`src/rtl/dvi_timing_ctrl_if.sv`:
```
// Signal bundle between dvi_timing_ctrl (master) and its encoder/fetch consumers (slave).
// With TIMING_TEST_PATTERN_EN defined the bundle also carries the tp_r/tp_g/tp_b colour-bar channels.
interface dvi_timing_ctrl_if;
  logic        en;
  logic        de;
  logic        hsync;
  logic        vsync;
  logic [12:0] x;
  logic [12:0] y;
  logic        pix_req;
  logic        frame_start;
  logic        busy;
  logic [1:0]  state_dbg;
`ifdef TIMING_TEST_PATTERN_EN
  logic [7:0]  tp_r;
  logic [7:0]  tp_g;
  logic [7:0]  tp_b;
`endif

  // pix_req is a fetch strobe with no back-pressure: upstream must have the pixel ready on the
  // next cycle, when de is high for it. en is a level request; busy reports that it is being served.
  modport master (
    input  en,
    output de, hsync, vsync, x, y, pix_req, frame_start, busy, state_dbg
`ifdef TIMING_TEST_PATTERN_EN
    , output tp_r, tp_g, tp_b
`endif
  );

  modport slave (
    output en,
    input  de, hsync, vsync, x, y, pix_req, frame_start, busy, state_dbg
`ifdef TIMING_TEST_PATTERN_EN
    , input tp_r, tp_g, tp_b
`endif
  );
endinterface

```
`src/rtl/dvi_timing_ctrl.sv`:
```
// DVI/VGA raster timing generator with IDLE/RUN/STOPPING control; all outputs registered.
// Optional colour-bar generator enabled by defining TIMING_TEST_PATTERN_EN.
module dvi_timing_ctrl #(
  parameter int H_ACTIVE = 640,
  parameter int H_FP     = 16,
  parameter int H_SYNC   = 96,
  parameter int H_BP     = 48,
  parameter int V_ACTIVE = 480,
  parameter int V_FP     = 10,
  parameter int V_SYNC   = 2,
  parameter int V_BP     = 33,
  parameter bit SYNC_POL = 1'b0
) (
  input  logic               pix_clk,
  input  logic               rst_n,
  dvi_timing_ctrl_if.master  bus
);
  localparam int H_TOTAL = H_ACTIVE + H_FP + H_SYNC + H_BP;
  localparam int V_TOTAL = V_ACTIVE + V_FP + V_SYNC + V_BP;
  localparam logic [12:0] HT_M1    = 13'(H_TOTAL - 1);
  localparam logic [12:0] VT_M1    = 13'(V_TOTAL - 1);
  localparam logic [12:0] HA       = 13'(H_ACTIVE);
  localparam logic [12:0] VA       = 13'(V_ACTIVE);
  localparam logic [12:0] HS_START = 13'(H_ACTIVE + H_FP);
  localparam logic [12:0] HS_END   = 13'(H_ACTIVE + H_FP + H_SYNC);
  localparam logic [12:0] VS_START = 13'(V_ACTIVE + V_FP);
  localparam logic [12:0] VS_END   = 13'(V_ACTIVE + V_FP + V_SYNC);

  typedef enum logic [1:0] {IDLE = 2'd0, RUN = 2'd1, STOPPING = 2'd2} state_t;

  state_t      state, state_nx;
  logic [12:0] x_q, y_q, x_inc, y_inc, x_nx, y_nx, x_nn, y_nn;
  logic        frame_end, act_nx;
  logic        de_q, hs_q, vs_q, pr_q, fs_q, busy_q;
  logic        de_d, hs_d, vs_d, pr_d, fs_d;
`ifdef TIMING_TEST_PATTERN_EN
  localparam int BAR_W = H_ACTIVE / 8;
  localparam logic [12:0] B1 = 13'(BAR_W),     B2 = 13'(2 * BAR_W), B3 = 13'(3 * BAR_W);
  localparam logic [12:0] B4 = 13'(4 * BAR_W), B5 = 13'(5 * BAR_W), B6 = 13'(6 * BAR_W);
  localparam logic [12:0] B7 = 13'(7 * BAR_W);
  logic [7:0] tp_r_q, tp_g_q, tp_b_q, tp_r_d, tp_g_d, tp_b_d;
`endif

  // State and registered outputs; the *_d values already describe the cycle being entered.
  always_ff @(posedge pix_clk or negedge rst_n) begin
    if (!rst_n) begin
      state  <= IDLE;
      x_q    <= '0;
      y_q    <= '0;
      de_q   <= 1'b0;
      hs_q   <= ~SYNC_POL;
      vs_q   <= ~SYNC_POL;
      pr_q   <= 1'b0;
      fs_q   <= 1'b0;
      busy_q <= 1'b0;
`ifdef TIMING_TEST_PATTERN_EN
      tp_r_q <= '0;
      tp_g_q <= '0;
      tp_b_q <= '0;
`endif
    end else begin
      state  <= state_nx;
      x_q    <= x_nx;
      y_q    <= y_nx;
      de_q   <= de_d;
      hs_q   <= hs_d;
      vs_q   <= vs_d;
      pr_q   <= pr_d;
      fs_q   <= fs_d;
      busy_q <= act_nx;
`ifdef TIMING_TEST_PATTERN_EN
      tp_r_q <= tp_r_d;
      tp_g_q <= tp_g_d;
      tp_b_q <= tp_b_d;
`endif
    end
  end

  // Next state and next raster position. A STOPPING frame only ends at its last pixel.
  always_comb begin
    frame_end = (x_q == HT_M1) && (y_q == VT_M1);
    x_inc     = (x_q == HT_M1) ? 13'd0 : x_q + 13'd1;
    y_inc     = (x_q != HT_M1) ? y_q : ((y_q == VT_M1) ? 13'd0 : y_q + 13'd1);
    state_nx  = state;
    case (state)
      IDLE:     if (bus.en) state_nx = RUN;
      RUN:      if (!bus.en) state_nx = STOPPING;
      STOPPING: begin
        if (bus.en)         state_nx = RUN;
        else if (frame_end) state_nx = IDLE;
      end
      default:  state_nx = IDLE;
    endcase
    act_nx = (state_nx != IDLE);
    x_nx   = (state != IDLE && act_nx) ? x_inc : 13'd0;
    y_nx   = (state != IDLE && act_nx) ? y_inc : 13'd0;
  end

  // Output values for the cycle at (x_nx, y_nx); pix_req looks one further pixel ahead.
  always_comb begin
    x_nn = (x_nx == HT_M1) ? 13'd0 : x_nx + 13'd1;
    y_nn = (x_nx != HT_M1) ? y_nx : ((y_nx == VT_M1) ? 13'd0 : y_nx + 13'd1);
    de_d = act_nx && (x_nx < HA) && (y_nx < VA);
    hs_d = (act_nx && (x_nx >= HS_START) && (x_nx < HS_END)) ? SYNC_POL : ~SYNC_POL;
    vs_d = (act_nx && (y_nx >= VS_START) && (y_nx < VS_END)) ? SYNC_POL : ~SYNC_POL;
    fs_d = act_nx && (x_nx == 13'd0) && (y_nx == 13'd0);
    // Only a RUN last pixel guarantees the next frame, so only then is its first pixel fetched.
    pr_d = act_nx && (x_nn < HA) && (y_nn < VA)
         && !((x_nx == HT_M1) && (y_nx == VT_M1) && (state_nx != RUN));
`ifdef TIMING_TEST_PATTERN_EN
    tp_r_d = (de_d && ((x_nx < B2) || ((x_nx >= B4) && (x_nx < B6)))) ? 8'hFF : 8'h00;
    tp_g_d = (de_d && (x_nx < B4)) ? 8'hFF : 8'h00;
    tp_b_d = (de_d && ((x_nx < B1) || ((x_nx >= B2) && (x_nx < B3))
                    || ((x_nx >= B4) && (x_nx < B5)) || ((x_nx >= B6) && (x_nx < B7))))
             ? 8'hFF : 8'h00;
`endif
  end

  assign bus.de          = de_q;
  assign bus.hsync       = hs_q;
  assign bus.vsync       = vs_q;
  assign bus.x           = x_q;
  assign bus.y           = y_q;
  assign bus.pix_req     = pr_q;
  assign bus.frame_start = fs_q;
  assign bus.busy        = busy_q;
  assign bus.state_dbg   = state;
`ifdef TIMING_TEST_PATTERN_EN
  assign bus.tp_r = tp_r_q;
  assign bus.tp_g = tp_g_q;
  assign bus.tp_b = tp_b_q;
`endif
endmodule
```
`src/flat_wrapper.sv`:
```
// flat-port wrapper written by rule: the top's interface ports become plain ports
module dvi_timing_ctrl_flat 
#(
  parameter int H_ACTIVE = 640,
  parameter int H_FP     = 16,
  parameter int H_SYNC   = 96,
  parameter int H_BP     = 48,
  parameter int V_ACTIVE = 480,
  parameter int V_FP     = 10,
  parameter int V_SYNC   = 2,
  parameter int V_BP     = 33,
  parameter bit SYNC_POL = 1'b0
)
  (pix_clk, rst_n, bus_en, bus_de, bus_hsync, bus_vsync, bus_x, bus_y, bus_pix_req, bus_frame_start, bus_busy, bus_state_dbg);
  dvi_timing_ctrl_if bus_i ();
  input  logic pix_clk;
  input  logic rst_n;
  input wire logic [$bits(bus_i.en)-1:0] bus_en;
  output wire logic [$bits(bus_i.de)-1:0] bus_de;
  output wire logic [$bits(bus_i.hsync)-1:0] bus_hsync;
  output wire logic [$bits(bus_i.vsync)-1:0] bus_vsync;
  output wire logic [$bits(bus_i.x)-1:0] bus_x;
  output wire logic [$bits(bus_i.y)-1:0] bus_y;
  output wire logic [$bits(bus_i.pix_req)-1:0] bus_pix_req;
  output wire logic [$bits(bus_i.frame_start)-1:0] bus_frame_start;
  output wire logic [$bits(bus_i.busy)-1:0] bus_busy;
  output wire logic [$bits(bus_i.state_dbg)-1:0] bus_state_dbg;
  assign bus_i.en = bus_en;
  assign bus_de = bus_i.de;
  assign bus_hsync = bus_i.hsync;
  assign bus_vsync = bus_i.vsync;
  assign bus_x = bus_i.x;
  assign bus_y = bus_i.y;
  assign bus_pix_req = bus_i.pix_req;
  assign bus_frame_start = bus_i.frame_start;
  assign bus_busy = bus_i.busy;
  assign bus_state_dbg = bus_i.state_dbg;
  dvi_timing_ctrl #(.H_ACTIVE(H_ACTIVE), .H_FP(H_FP), .H_SYNC(H_SYNC), .H_BP(H_BP), .V_ACTIVE(V_ACTIVE), .V_FP(V_FP), .V_SYNC(V_SYNC), .V_BP(V_BP), .SYNC_POL(SYNC_POL)) u_core (.pix_clk(pix_clk), .rst_n(rst_n), .bus(bus_i));
endmodule
```
`config.mk`:
```
export PLATFORM = sky130hd
export DESIGN_NAME = dvi_timing_ctrl_flat
export DESIGN_NICKNAME = d
export VERILOG_FILES = /design/src/rtl/dvi_timing_ctrl_if.sv /design/src/rtl/dvi_timing_ctrl.sv /design/src/flat_wrapper.sv
export SDC_FILE = /design/constraint.sdc
export NUM_CORES = 1
export LEC_CHECK = 0
export ABC_CLOCK_PERIOD_IN_PS = 3300
export BUFFER_PORTS_ARGS = -buffer_cell sky130_fd_sc_hd__buf_4
export CELL_PAD_IN_SITES_DETAIL_PLACEMENT = 1
export CELL_PAD_IN_SITES_GLOBAL_PLACEMENT = 1
export CORE_MARGIN = 2
export CORE_UTILIZATION = 26
export DETAILED_ROUTE_END_ITERATION = 8
export PLACE_DENSITY = 0.64
export SLEW_MARGIN = 20
export SYNTH_ARGS = -nofsm -noshare
export SYNTH_HDL_FRONTEND = slang
export SYNTH_SLANG_ARGS = --single-unit
```
`constraint.sdc`:
```
create_clock -name pix_clk -period 3.3 [get_ports pix_clk]
set_clock_uncertainty 0.1 [all_clocks]
set_input_delay 0.66 -clock pix_clk [delete_from_list [all_inputs] [get_ports pix_clk]]
set_output_delay 0.66 -clock pix_clk [all_outputs]
set_load 0.02 [all_outputs]
```
**Yosys cells after proc, flatten, opt, wreduce, memory -nomap -nowiden**

Cells that the tools add are included.
W data, S select, Z words.

- Add/sub/neg operators: 4
- Multipliers: 0
- Divide/modulo/power cells: 0
- $lt $le $gt $ge: 8
- Equal/unequal tests: 9
- Shifts and indexed selects: 0
- Multiplexer cells: 15
- Bitwise gates (word level): 0
- Reductions and logical operators: 21

Operator list:

| operator | number |
|---|---|
| $mux W13 | 8 |
| $add A13 B1 Y13 const B | 4 |
| $eq A13 B10 Y1 const B | 4 |
| $lt A13 B10 Y1 const B | 3 |
| $lt A13 B9 Y1 const B | 3 |
| $logic_not A13 Y1 | 2 |
| $ne A13 B10 Y1 const B | 2 |
| $logic_and A1 B1 Y1 | 15 |
| $ge A13 B10 Y1 const B | 1 |
| $ge A13 B9 Y1 const B | 1 |
| $mux W2 | 4 |
| $pmux W2 S3 | 1 |
| $reduce_bool A2 Y1 | 2 |
| $eq A2 B1 Y1 const B | 1 |
| $eq A2 B2 Y1 const B | 1 |
| $logic_not A2 Y1 | 1 |
| $mux W1 | 2 |
| $ne A2 B1 Y1 const B | 1 |
| $logic_not A1 Y1 | 1 |

- Bits in registers: 34
- Latch bits: 0
- Bits in writable memories: 0
- ROM bits: 0
- Input bits: 3
- Logic and storage cells: 66
- Memories kept: 0

**Logic depth before layout (Yosys ltp)**

Gate-level depths: netlist (run 1).

- Word-level depth: 14
- Mapped depth: 12

**Worst setup path before layout (run 1)**

OpenSTA, ideal clock, no wires.

- Kind: reg2reg
- From: register u_core.x_q[0] (netlist: u_core.bus.x[0])
- To: register u_core.pr_q (netlist: u_core.bus.pix_req)
- Data arrival time: 3362 ps
- Required time: 3124 ps
- Slack: -239 ps
- Stages on the path, launching flop included: 11
- Period minus slack after synthesis: 3539 ps
- Cells stage by stage: dfrtp_1 ha_1 clkbuf_1 nand4_1 or4_4 or4b_1 a211oi_2 nand4_1 a2111oi_4 mux2_1 o21ai_1

- Cells in the longest elaborated chain, start to end: 14

Ends and longest elaborated chain:

| item | line | source |
|---|---|---|
| start, declared | dvi_timing_ctrl.sv:32 | `logic [12:0] x_q, y_q, x_inc, y_inc, x_nx, y_nx, x_nn, y_nn;` |
| start signal, assigned | dvi_timing_ctrl.sv:63 | `x_q <= x_nx;` |
| $eq A13 B10 Y1 | dvi_timing_ctrl.sv:81, dvi_timing_ctrl.sv:82 |  |
| $logic_and A1 B1 Y1 | dvi_timing_ctrl.sv:81 | `frame_end = (x_q == HT_M1) && (y_q == VT_M1);` |
| $mux W2 | dvi_timing_ctrl.sv:90 | `else if (frame_end) state_nx = IDLE;` |
| $mux W2 | dvi_timing_ctrl.sv:89 | `if (bus.en) state_nx = RUN;` |
| $pmux W2 S3 | dvi_timing_ctrl.sv:85 | `case (state)` |
| $reduce_bool A2 Y1 | dvi_timing_ctrl.sv:94 | `act_nx = (state_nx != IDLE);` |
| $logic_and A1 B1 Y1 | dvi_timing_ctrl.sv:95, dvi_timing_ctrl.sv:96 |  |
| $mux W13 (on tied branches) | dvi_timing_ctrl.sv:96, dvi_timing_ctrl.sv:95 |  |
| $add A13 B1 Y13 (tied with other cells) | dvi_timing_ctrl.sv:102 | `y_nn = (x_nx != HT_M1) ? y_nx : ((y_nx == VT_M1) ? 13'd0 : y_nx + 13'd1);` |
| $mux W13 (on tied branches) | dvi_timing_ctrl.sv:102, dvi_timing_ctrl.sv:101 |  |
| $mux W13 / $lt A13 B10 Y1 (equally long branches) | dvi_timing_ctrl.sv:102, dvi_timing_ctrl.sv:108 |  |
| $lt A13 B9 Y1 / $logic_and A1 B1 Y1 (equally long branches) | dvi_timing_ctrl.sv:108 | `pr_d = act_nx && (x_nn < HA) && (y_nn < VA)` |
| $logic_and A1 B1 Y1 | dvi_timing_ctrl.sv:108 |  |
| $logic_and A1 B1 Y1 * | dvi_timing_ctrl.sv:109 | `&& !((x_nx == HT_M1) && (y_nx == VT_M1) && (state_nx != RUN));` |
| via u_core.pr_d | dvi_timing_ctrl.sv:35 | `logic de_d, hs_d, vs_d, pr_d, fs_d;` |
| end signal, assigned | dvi_timing_ctrl.sv:68 | `pr_q <= pr_d;` |
| end, declared | dvi_timing_ctrl.sv:34 | `logic de_q, hs_q, vs_q, pr_q, fs_q, busy_q;` |

Mark *: on every way through the listed nets, which the timed path passes. The rest lies on a longest branch.

**Final worst setup path (run 1)**

- From: register u_core.x_q[5] (netlist: u_core.bus.x[5])
- To: register u_core.pr_q (netlist: u_core.bus.pix_req)

Same word-level chain as after synthesis.

==> reports/qor.txt, run 1 <==
status: completed
mean area per synthesized cell: 8.13 um2
worst-margin pin slew: 0.537 ns
top-count cell post-synth: nor2_1
port bufs: 36
Peak VDD IR: 0.144 mV
dominant cell type by area after synthesis: dfrtp_1
final hold vios: 0
Via Count: 2618
EDFF count, synth: 0
initial core utilization: 26.9%
Non-Filler Instances: 508
synthesized-area fraction occupied by and/or/nand/nor cells: 32.9%
Vias per Instance: 5.15
vias in the first global route: 2732
DRT antenna net count: 0
Antenna Diode Count: 0
Startpoint Class: register
DR iter-0 viols: 87
Switching Fraction: 25.7%
Synth area leaders: dfrtp_1 32%, xnor2_1 5.6%, nor2_1 5.6%
synthesized cell area: 2500 um2
Final Instance Area: 3370 um2
placed cells: 497
Max Cap Violations: 0
clk_lat worst skew: 0.29 ns
CTS Buf Count: 5
first-pass GRT wire length: 14.1 mm
Worst slew margin: 63.8%
register area share after synthesis: 34.2%
Max Buffers Root-to-Sink: 2
total wire length: 8.91 mm
Req. time, crit path: 3.42 ns
gpl congestion: 0.851
flops & latches, synth: 34
initial antenna violation count: 0
Synth top cells by count: 37 x nor2_1, 32 x dfrtp_1, 21 x nand3_1, 20 x clkbuf_1, 19 x nand2_1
Die X: 102 um
endpoint type of the worst setup path: register
Clock Root Buffer: clkbuf_8
gr usage total: 17.6%
worst-path maximum fanout: 4
largest net degree at the start of global routing: 35
xor/xnor cell area share of the yosys netlist: 8.07%
CP Data Arrival Time: 3.35 ns
final net count: 384
P_int: 734 uW
Sink Count: 34
Final setup viols: 0
total global routing overflow: 0
CTS H-tree depth: 2
highest clock rate: 0.310 GHz
Flop pwr share: 44.4%
placed instance area: 3210 um2
Final min period: 3.23 ns
Power Total: 988 uW
WL/cell: 17.5 um
share of layout cells above drive strength 1: 30.3%
RSZ-0062 raised after global routing: true
Hold WC Path Type: input pin to async pin
DP Worst Slack: 0.0727 ns
largest family of logic cells by synthesized area: simple AND/OR/NAND/NOR gates
post-synthesis async set-or-reset flop share: 100%
I/O Pins: 37
Core ar.: 9280 um2
NetSw: 254 uW
final routed DRC violation total: 0
share of the synthesized area in the top cell type: 32.1%
fill count: 1143
post-synthesis adder-cell area fraction: 1.50%
post-synthesis compound-gate area fraction: 17.1%
Die Y: 102 um
leakage: 0.00138 uW
final worst path period share: 97.8%
Post-Syn Nets: 313
PnR worst setup slack: 0.0729 ns
row count: 35
Mapped Cells: 307
Die Area: 10400 um2
Synth cell types: 61
Slew Limit Fails: 0
TritonCTS clock tree: yes
final setup TNS: 0 ns
Crit Path Category: register to register
Worst-path clk slew: 0.07 ns
PD cells: 293 nW/um2
Syn-to-layout area delta: 34.9%
Comb power frac: 14.7%
Post-DP HPWL: 6.88 mm
DRT Pass-1 Iters: 4
Synth Flop Type: dfrtp_1
mux contribution to synthesized area: 1.25%
Synth Warn #: 0
clock share of power: 40.9%
## worst paths after layout
path	from	end	slack, ns	cells after the start
max	u_core.bus.x[5]$_DFF_PN0_	u_core.bus.pix_req$_DFF_PN0_	0.07	8
min	rst_n	u_core.bus.y[10]$_DFF_PN0_	0.22	1
max reg2reg	u_core.bus.x[5]$_DFF_PN0_	u_core.bus.pix_req$_DFF_PN0_	0.07	8
min reg2reg	u_core.bus.x[0]$_DFF_PN0_	u_core.bus.x[0]$_DFF_PN0_	0.50	2
max in group asynchronous	rst_n	u_core.bus.hsync$_DFF_PN1_	2.53	1
min in group pix_clk	bus_en	u_core.bus.state_dbg[1]$_DFF_PN0_	0.44	2
## placed cells by master, fill, tap and decap left out, types with 2 or more instances in the layout
| cell type | Yosys | routed |
|---|---|---|
| nand4_1 | 8 | 8 |
| and3_1 | 7 | 7 |
| nand3_1 | 21 | 21 |
| nor4_1 | 4 | 4 |
| a41oi_1 | 2 | 2 |
| xnor2_1 | 16 | 16 |
| or2_2 | 3 | 3 |
| clkbuf_8 | 0 | 6 |
| o21a_1 | 2 | 2 |
| a2111oi_0 | 2 | 2 |
| buf_4 | 0 | 85 |
| or4_1 | 2 | 2 |
| and2_1 | 5 | 5 |
| ha_1 | 3 | 3 |
| inv_1 | 9 | 9 |
| nor4b_1 | 2 | 2 |
| o21ai_0 | 13 | 13 |
| nand2b_1 | 5 | 5 |
| nor3b_1 | 4 | 3 |
| nor2b_1 | 5 | 5 |
| nor3_1 | 11 | 11 |
| dfstp_2 | 2 | 2 |
| nor2_1 | 37 | 37 |
| a211oi_1 | 2 | 2 |
| nand2_1 | 19 | 19 |
| dfrtp_1 | 32 | 29 |
| o31ai_1 | 4 | 4 |
| or4_4 | 2 | 2 |
| mux2i_1 | 2 | 2 |
| a21oi_1 | 11 | 11 |
| a31oi_1 | 5 | 4 |
| or3_1 | 7 | 7 |
| dfrtp_2 | 0 | 3 |
| xor2_1 | 7 | 7 |
| o22ai_1 | 3 | 3 |
## critical path, cell delays in order, from the launching register on
cell,delay [ns]
dfrtp_2,0.40
or4_4,0.53
or4_4,0.45
or4b_4,0.50
a211oi_2,0.22
nand4_1,0.19
a2111oi_4,0.31
mux2_4,0.35
o21ai_2,0.11
## flip-flops by register name, summed over array words and instances, names as in the netlist
signal and flops:
u_core.bus.hsync 1, u_core.bus.de 1, u_core.bus.x 13, u_core.bus.state_dbg 2
u_core.bus.busy 1, u_core.bus.frame_start 1, u_core.bus.vsync 1, u_core.bus.pix_req 1
u_core.bus.y 13
## per-stage QoR
stage / util [%] / hold WS, ns
2_1_floorplan: - / 0.264
5_1_grt: 36.3 / 0.250
4_1_cts: 35.8 / 0.234
3_3_place_gp: 34.5 / 0.470
3_5_place_dp: 34.5 / 0.495
6_report: 36.3 / 0.223
## logic make-up (layout without fill, tap and decap cells)
group / after synthesis / count (layout)
AO/OA/AOI/OAI: 61 / 61
buffers and inverters: 31 / 103
adder cells (fa/ha/maj): 3 / 3
XOR/XNOR: 23 / 23
AND/OR/NAND/NOR: 152 / 152
flip-flops: 34 / 34
multiplexers: 3 / 3
## power by group through the flow
| stage | logic, uW | clock network [uW] | registers [uW] |
|---|---|---|---|
| after CTS | 147 | 415 | 439 |
| after global placement | 144 | 0 | 446 |
| after global routing | 160 | 431 | 441 |
| after detailed placement | 146 | 0 | 447 |
| final | 146 | 404 | 439 |
| after floorplan | 50.0 | 0 | 468 |
## final cells by class
cell class / count / area (um2) / share of cell area [%]
repair buffers: 86 / 658 / 19.5
inverters: 9 / 33.8 / 1.00
multi-input cells: 242 / 1540 / 45.8
clock inverters: 1 / 30.0 / 0.892
well taps: 129 / 161 / 4.79
clock buffers: 7 / 86.3 / 2.56
flip-flops and latches: 34 / 857 / 25.4
## metal layers
layer  vias to the layer above  global-route usage [%]  wire length [um]
met2                        44                    31.8              4630
met3                        11                    2.67               259
met1                      1321                    21.4              3860
met4                         0                    5.85               164
li1                       1242                       -                 -
met5                         -                       0                 0
## what timing repair did
| item | 4_1_cts | 5_1_grt |
|---|---|---|
| gates resized for setup | 0 | 7 |
| endpoints found under the setup margin | 0 | 1 |
| setup buffers | 0 | 3 |
| hold buffers | 0 | 0 |
Power figures use the tool's default switching activity.
==> inputs of run 2 (changes only) <==
Settings changed: ABC_AREA from default to 1, MAX_ROUTING_LAYER from default to met4, PLACE_DENSITY 0.64 to 0.66.
==> reports/qor.txt, run 2 <==
CP Data Arrival Time: 3.10 ns (-0.25 ns)
top-count cell post-synth: nand2_1
DRT Pass-1 Iters: 4 (unchanged)
final routed DRC violation total: 0 (unchanged)
highest clock rate: 0.331 GHz (+6.7%)
worst setup path start: u_core.bus.x[0]$_DFF_PN0_
port bufs: 36 (unchanged)
final net count: 604 (+57%)
PD cells: 268 nW/um2 (-8.6%)
Final Instance Area: 4010 um2 (+19%)
Synth Warn #: 0 (unchanged)
post-synthesis async set-or-reset flop share: 100% (unchanged)
gpl congestion: 0.888 (+4.4%)
flops & latches, synth: 34 (unchanged)
Antenna Diode Count: 0 (unchanged)
total global routing overflow: 0 (unchanged)
fill count: 1649 (+44%)
register area share after synthesis: 25.6% (-8.6 points)
WL/cell: 15.3 um (-13%)
Hold WC Path Type: input pin to async pin
Synth top cells by count: 165 x nand2_1, 81 x nor2_1, 79 x inv_1, 56 x nand3_1, 32 x dfrtp_1
TritonCTS clock tree: yes
Core ar.: 12600 um2 (+35%)
Sink Count: 34 (unchanged)
CP cell instances: ha_1 > inv_2 > nor2_8 > nand2_2 > nor2_4 > nand3_4 > nand2_4 > nand2_4 > nand3_2 > nand2_4 > nor2_4 > nand2_4 > nor2_8 > inv_4 > nand2_1 > nand2_1 > nor2_1 > nand2_1 > nand3_1 > nor2_1
FF-to-FF Start: u_core.bus.x[0]$_DFF_PN0_
PnR worst setup slack: 0.277 ns (+0.204 ns)
Vias per Instance: 4.70 (-8.8%)
final hold vios: 0 (unchanged)
final setup TNS: 0 ns (unchanged)
largest net degree at the start of global routing: 35 (unchanged)
DP Worst Slack: 0.221 ns (+0.148 ns)
Worst-path clk slew: 0.06 ns (about the same)
worst-margin pin slew: 0.660 ns (+0.123 ns)
row count: 41 (+17%)
Die Area: 13800 um2 (+32%)
final worst path period share: 91.6% (-6.2 points)
share of the synthesized area in the top cell type: 24.0% (-8.1 points)
share of layout cells above drive strength 1: 17.7% (-13 points)
Mapped Cells: 555 (+81%)
placed instance area: 3840 um2 (+20%)
first-pass GRT wire length: 19.4 mm (+38%)
Max Cap Violations: 0 (unchanged)
CTS H-tree depth: 2 (unchanged)
Synth cell types: 37 (-39%)
gr usage total: 18.7% (+1.1 points)
clk_lat worst skew: 0.29 ns (about the same)
critical path's most frequent cell: nand2_4
worst-path maximum fanout: 22 (+18)
Post-Syn Nets: 561 (+79%)
Die Y: 117 um (+15%)
status: completed
Startpoint Class: register
DRT antenna net count: 0 (unchanged)
initial core utilization: 26.6% (-0.34 points)
CP Buf/Inv Count: 2 (+2)
Req. time, crit path: 3.38 ns (-0.04 ns)
Syn-to-layout area delta: 20.1%
commonest non-fill, non-tap cells in the layout: 165 x nand2_1, 80 x nor2_1, 79 x inv_1
Max Buffers Root-to-Sink: 2 (unchanged)
endpoint type of the worst setup path: register
Die X: 117 um (+15%)
CTS Buf Count: 5 (unchanged)
Crit path largest cell delay: 0.43 ns (-0.10 ns)
synthesized cell area: 3340 um2 (+34%)
commonest non-fill, non-tap cell in the layout: nand2_1
Post-DP HPWL: 9.63 mm (+40%)
Slew Limit Fails: 0 (unchanged)
Clock Root Buffer: clkbuf_16
slowest CP cell: dfrtp_1
Setup Buffers After CTS: 0 (unchanged)
DR iter-0 viols: 208 (+140%)
Top Family by Delay on Critical Path: simple AND/OR/NAND/NOR gates
leakage: 0.00201 uW (+45%)
initial antenna violation count: 0 (unchanged)
EDFF count, synth: 0 (unchanged)
Final setup viols: 0 (unchanged)
Final min period: 3.02 ns (-0.204 ns)
Peak VDD IR: 0.168 mV (+16%)
RSZ-0062 raised after global routing: false
Worst slew margin: 55.6% (-8.2 points)
Synth Flop Type: dfrtp_1
Crit Path Category: register to register
total wire length: 11.8 mm (+32%)
Synth area leaders: dfrtp_1 24%, nand2_1 19%, nor2_1 9.1%
dominant cell type by area after synthesis: dfrtp_1
vias in the first global route: 3689 (+35%)
I/O Pins: 37 (unchanged)
mean area per synthesized cell: 6.01 um2 (-26%)
Via Count: 3625 (+38%)
==> run 2: worst paths after layout <==
kind                                                           to  slack [ns]  cells after the start
min in group pix_clk            u_core.bus.state_dbg[1]$_DFF_PN0_        0.59                      4
worst min register to register         u_core.bus.x[11]$_DFF_PN0_        0.64                      3
worst max register to register       u_core.bus.pix_req$_DFF_PN0_        0.28                     20
max in group asynchronous               u_core.bus.y[1]$_DFF_PN0_        2.51                      1
worst min-delay path                    u_core.bus.x[9]$_DFF_PN0_        0.23                      1
worst max-delay path                 u_core.bus.pix_req$_DFF_PN0_        0.28                     20
==> run 2: cell type report <==
class | instances | area (um2) | share of cell area [%]
Inverter | 93 | 352 | 8.77
Sequential cell | 34 | 856 | 21.4
Timing Repair Buffer | 44 | 343 | 8.55
Clock inverter | 1 | 5.00 | 0.125
Tap cell | 172 | 215 | 5.37
Multi-Input combinational cell | 420 | 2090 | 52.3
Clock buffer | 7 | 143 | 3.56
==> run 2: where the power goes <==
part | internal [uW] | switching, uW
combinational | 42.1 | 103
sequential | 429 | 10.4
clock | 300 | 191
total | 771 | 304
==> run 2: kinds of logic after synthesis <==
logic type | Yosys count | synth area share [%]
fa+ha+maj | 3 | 1.12
xor+xnor | 5 | 1.31
compound gates | 28 | 4.69
flops | 34 | 25.6
buf+inv | 101 | 12.1
simple gates | 384 | 55.2
==> run 2: repair_timing <==
action | in CTS | in global routing
hold buffers | 0 | 0
resized for setup | 0 | 6
setup endpoints to repair | 0 | 1
==> run 2: per-layer routing <==
layer	wire length (um)	up-vias	GRT usage, %	part of all wire [%]
li1	-	1845	-	-
met1	5950	1719	26.4	50
met2	5420	50	29.4	46
met3	274	11	1.39	2.3
met4	165	0	3.84	1.4
met5	0	-	-	0
==> run 2: through the flow <==
stage               hold slack, ns  total power (uW)  cells  util (%)
floorplan                    0.264               534    555         -
global placement             0.544               586    763      30.6
detailed placement           0.552               590    763      30.6
CTS                          0.251              1080    771      31.7
global route                 0.272              1110    771      31.9
finish                       0.233              1080    771      31.9
==> inputs of run 3 (changes only) <==
Settings changed: ABC_CLOCK_PERIOD_IN_PS 3300 to 3100, PLACE_DENSITY 0.66 to 0.64.
Clock period 3.3 ns to 3.1 ns, I/O delays scaled along.
==> reports/qor.txt, run 3 (synthesized netlist as in run 2, its figures left out) <==
row count: 41 (unchanged)
DR iter-0 viols: 231 (+11%)
CTS H-tree depth: 2 (unchanged)
DRT Pass-1 Iters: 5 (+1)
total wire length: 12.2 mm (+3.2%)
metal3 WL: 294 um (+7.3%)
Vias per Instance: 4.75 (+1.0%)
CP Data Arrival Time: 3.02 ns (-0.08 ns)
share of layout cells above drive strength 1: 19.1% (+1.4 points)
worst-path maximum fanout: 15 (-32%)
CP Buf/Inv Count: 3 (+1)
Via Count: 3728 (+2.8%)
DRT met1 WL: 6.10 mm (+2.5%)
WL/cell: 15.5 um (+1.4%)
Die Y: 117 um (unchanged)
Hold WC Path Type: input pin to async pin
CTS Buf Count: 5 (unchanged)
final hold vios: 0 (unchanged)
Die X: 117 um (unchanged)
initial core utilization: 26.6% (unchanged)
final routed DRC violation total: 0 (unchanged)
final worst path period share: 94.7% (+3.0 points)
Req. time, crit path: 3.18 ns (-0.20 ns)
Worst-path clk slew: 0.06 ns (about the same)
utilization after layout: 32.8% (+0.90 points)
Final min period: 2.93 ns (-0.0888 ns)
Startpoint Class: register
Crit Path Category: register to register
TritonCTS clock tree: yes
Sink Count: 34 (unchanged)
clk_lat worst skew: 0.28 ns (about the same)
hold_ws: 0.197 ns (-0.0360 ns)
Post-DP HPWL: 9.77 mm (+1.5%)
Clock Root Buffer: clkbuf_16
highest clock rate: 0.341 GHz (+3.0%)
top layer in use: met4
DRT antenna net count: 0 (unchanged)
Max Cap Violations: 0 (unchanged)
CP cell instances: ha_4 > inv_2 > nor2_8 > nand2_2 > nor2_4 > nand3_4 > nand2_4 > nand2_8 > buf_4 > nand3_4 > nand2_4 > nor2_4 > nand2_4 > nor2_8 > inv_4 > nand2_1 > nand2_1 > nor2_1 > nand2_1 > nand3_1 > nor2_1
leakage: 0.00208 uW (+3.7%)
Max Buffers Root-to-Sink: 2 (unchanged)
gr usage total: 18.9% (+0.26 points)
I/O Pins: 37 (unchanged)
Antenna Diode Count: 0 (unchanged)
Top Family by Delay on Critical Path: simple AND/OR/NAND/NOR gates
PD cells: 283 nW/um2 (+5.3%)
total global routing overflow: 0 (unchanged)
Peak VDD IR: 0.198 mV (+18%)
endpoint type of the worst setup path: register
Die Area: 13800 um2 (unchanged)
first-pass GRT wire length: 19.6 mm (+1.1%)
initial antenna violation count: 0 (unchanged)
worst-margin pin slew: 0.716 ns (+0.0567 ns)
slowest CP cell: dfrtp_1
Slew Limit Fails: 0 (unchanged)
largest net degree at the start of global routing: 35 (unchanged)
commonest non-fill, non-tap cell in the layout: nand2_1
status: completed
Worst slew margin: 52.2% (-3.4 points)
vias in the first global route: 3717 (+0.76%)
Final setup viols: 0 (unchanged)
gpl congestion: 0.890 (+0.25%)
Crit path largest cell delay: 0.47 ns (+0.04 ns)
final net count: 618 (+2.3%)
Met2 Wirelength: 5.59 mm (+3.2%)
Core ar.: 12600 um2 (unchanged)
placed cells: 772 (+1.2%)
commonest non-fill, non-tap cells in the layout: 165 x nand2_1, 81 x nor2_1, 79 x inv_1
Non-Filler Instances: 785 (+1.8%)
port bufs: 36 (unchanged)
Syn-to-layout area delta: 23.5%
## run 3: where the power goes
group / internal (uW) / leakage [uW] / switching, uW
Sequential: 457 / 0.000453 / 12.7
Clock: 318 / 0.0000729 / 205
Combinational: 55.5 / 0.00156 / 116
Total: 831 / 0.00208 / 334
## run 3: path summary, 6_finish.rpt
| check | end | from | cells past startpoint | slack (ns) |
|---|---|---|---|---|
| setup / recovery | u_core.bus.pix_req$_DFF_PN0_ | u_core.bus.x[0]$_DFF_PN0_ | 21 | 0.17 |
| hold / removal | u_core.bus.frame_start$_DFF_PN0_ | rst_n | 1 | 0.20 |
| setup reg to reg | u_core.bus.pix_req$_DFF_PN0_ | u_core.bus.x[0]$_DFF_PN0_ | 21 | 0.17 |
| hold reg to reg | u_core.bus.x[11]$_DFF_PN0_ | u_core.bus.x[11]$_DFF_PN0_ | 3 | 0.60 |
| max in group asynchronous | u_core.bus.vsync$_DFF_PN1_ | rst_n | 1 | 2.35 |
| min in group pix_clk | u_core.bus.state_dbg[1]$_DFF_PN0_ | bus_en | 4 | 0.58 |
## run 3: repair_timing
item,CTS,global route
endpoints found under the setup margin,0,1
gates resized for setup,0,3
hold buffers,0,0
buffers inserted,0,5
## run 3: cell type report
class | instances | area (um2)
sequential | 34 | 853
clock buffer | 6 | 139
inverter | 93 | 352
clock inverter | 2 | 12.5
timing repair buffer | 58 | 448
fill | 1661 | 8450
multi-input combinational | 420 | 2100
tap | 172 | 215
## run 3: routing by layer
metal / track usage, % / vias to the layer above
li1: - / 1877
met1: 26.3 / 1771
met2: 30.1 / 64
met3: 1.29 / 16
met4: 4.55 / 0
met5: - / -
## run 3: metrics by stage
stage | instance area, um2 | TNS, ns | power [uW] | setup slack [ns]
after floorplan | 3340 | 0 | 568 | 0.509
after global placement | 3900 | 0 | 635 | 0.119
after detailed placement | 3900 | 0 | 638 | 0.0639
after CTS | 4050 | 0 | 1170 | 0.0417
after global routing | 4120 | -0.0145 | 1210 | -0.0145
final | 4120 | 0 | 1160 | 0.166
## run 3: worst reg2reg max path: stages (launching register included)
cell and delay, ns:
dfrtp_1 0.47, ha_4 0.19, inv_2 0.06, nor2_8 0.16
nand2_2 0.09, nor2_4 0.21, nand3_4 0.11, nand2_4 0.10
nand2_8 0.12, buf_4 0.20, nand3_4 0.08, nand2_4 0.07
nor2_4 0.11, nand2_4 0.07, nor2_8 0.19, inv_4 0.08
nand2_1 0.06, nand2_1 0.06, nor2_1 0.10, nand2_1 0.07
nand3_1 0.08, nor2_1 0.04
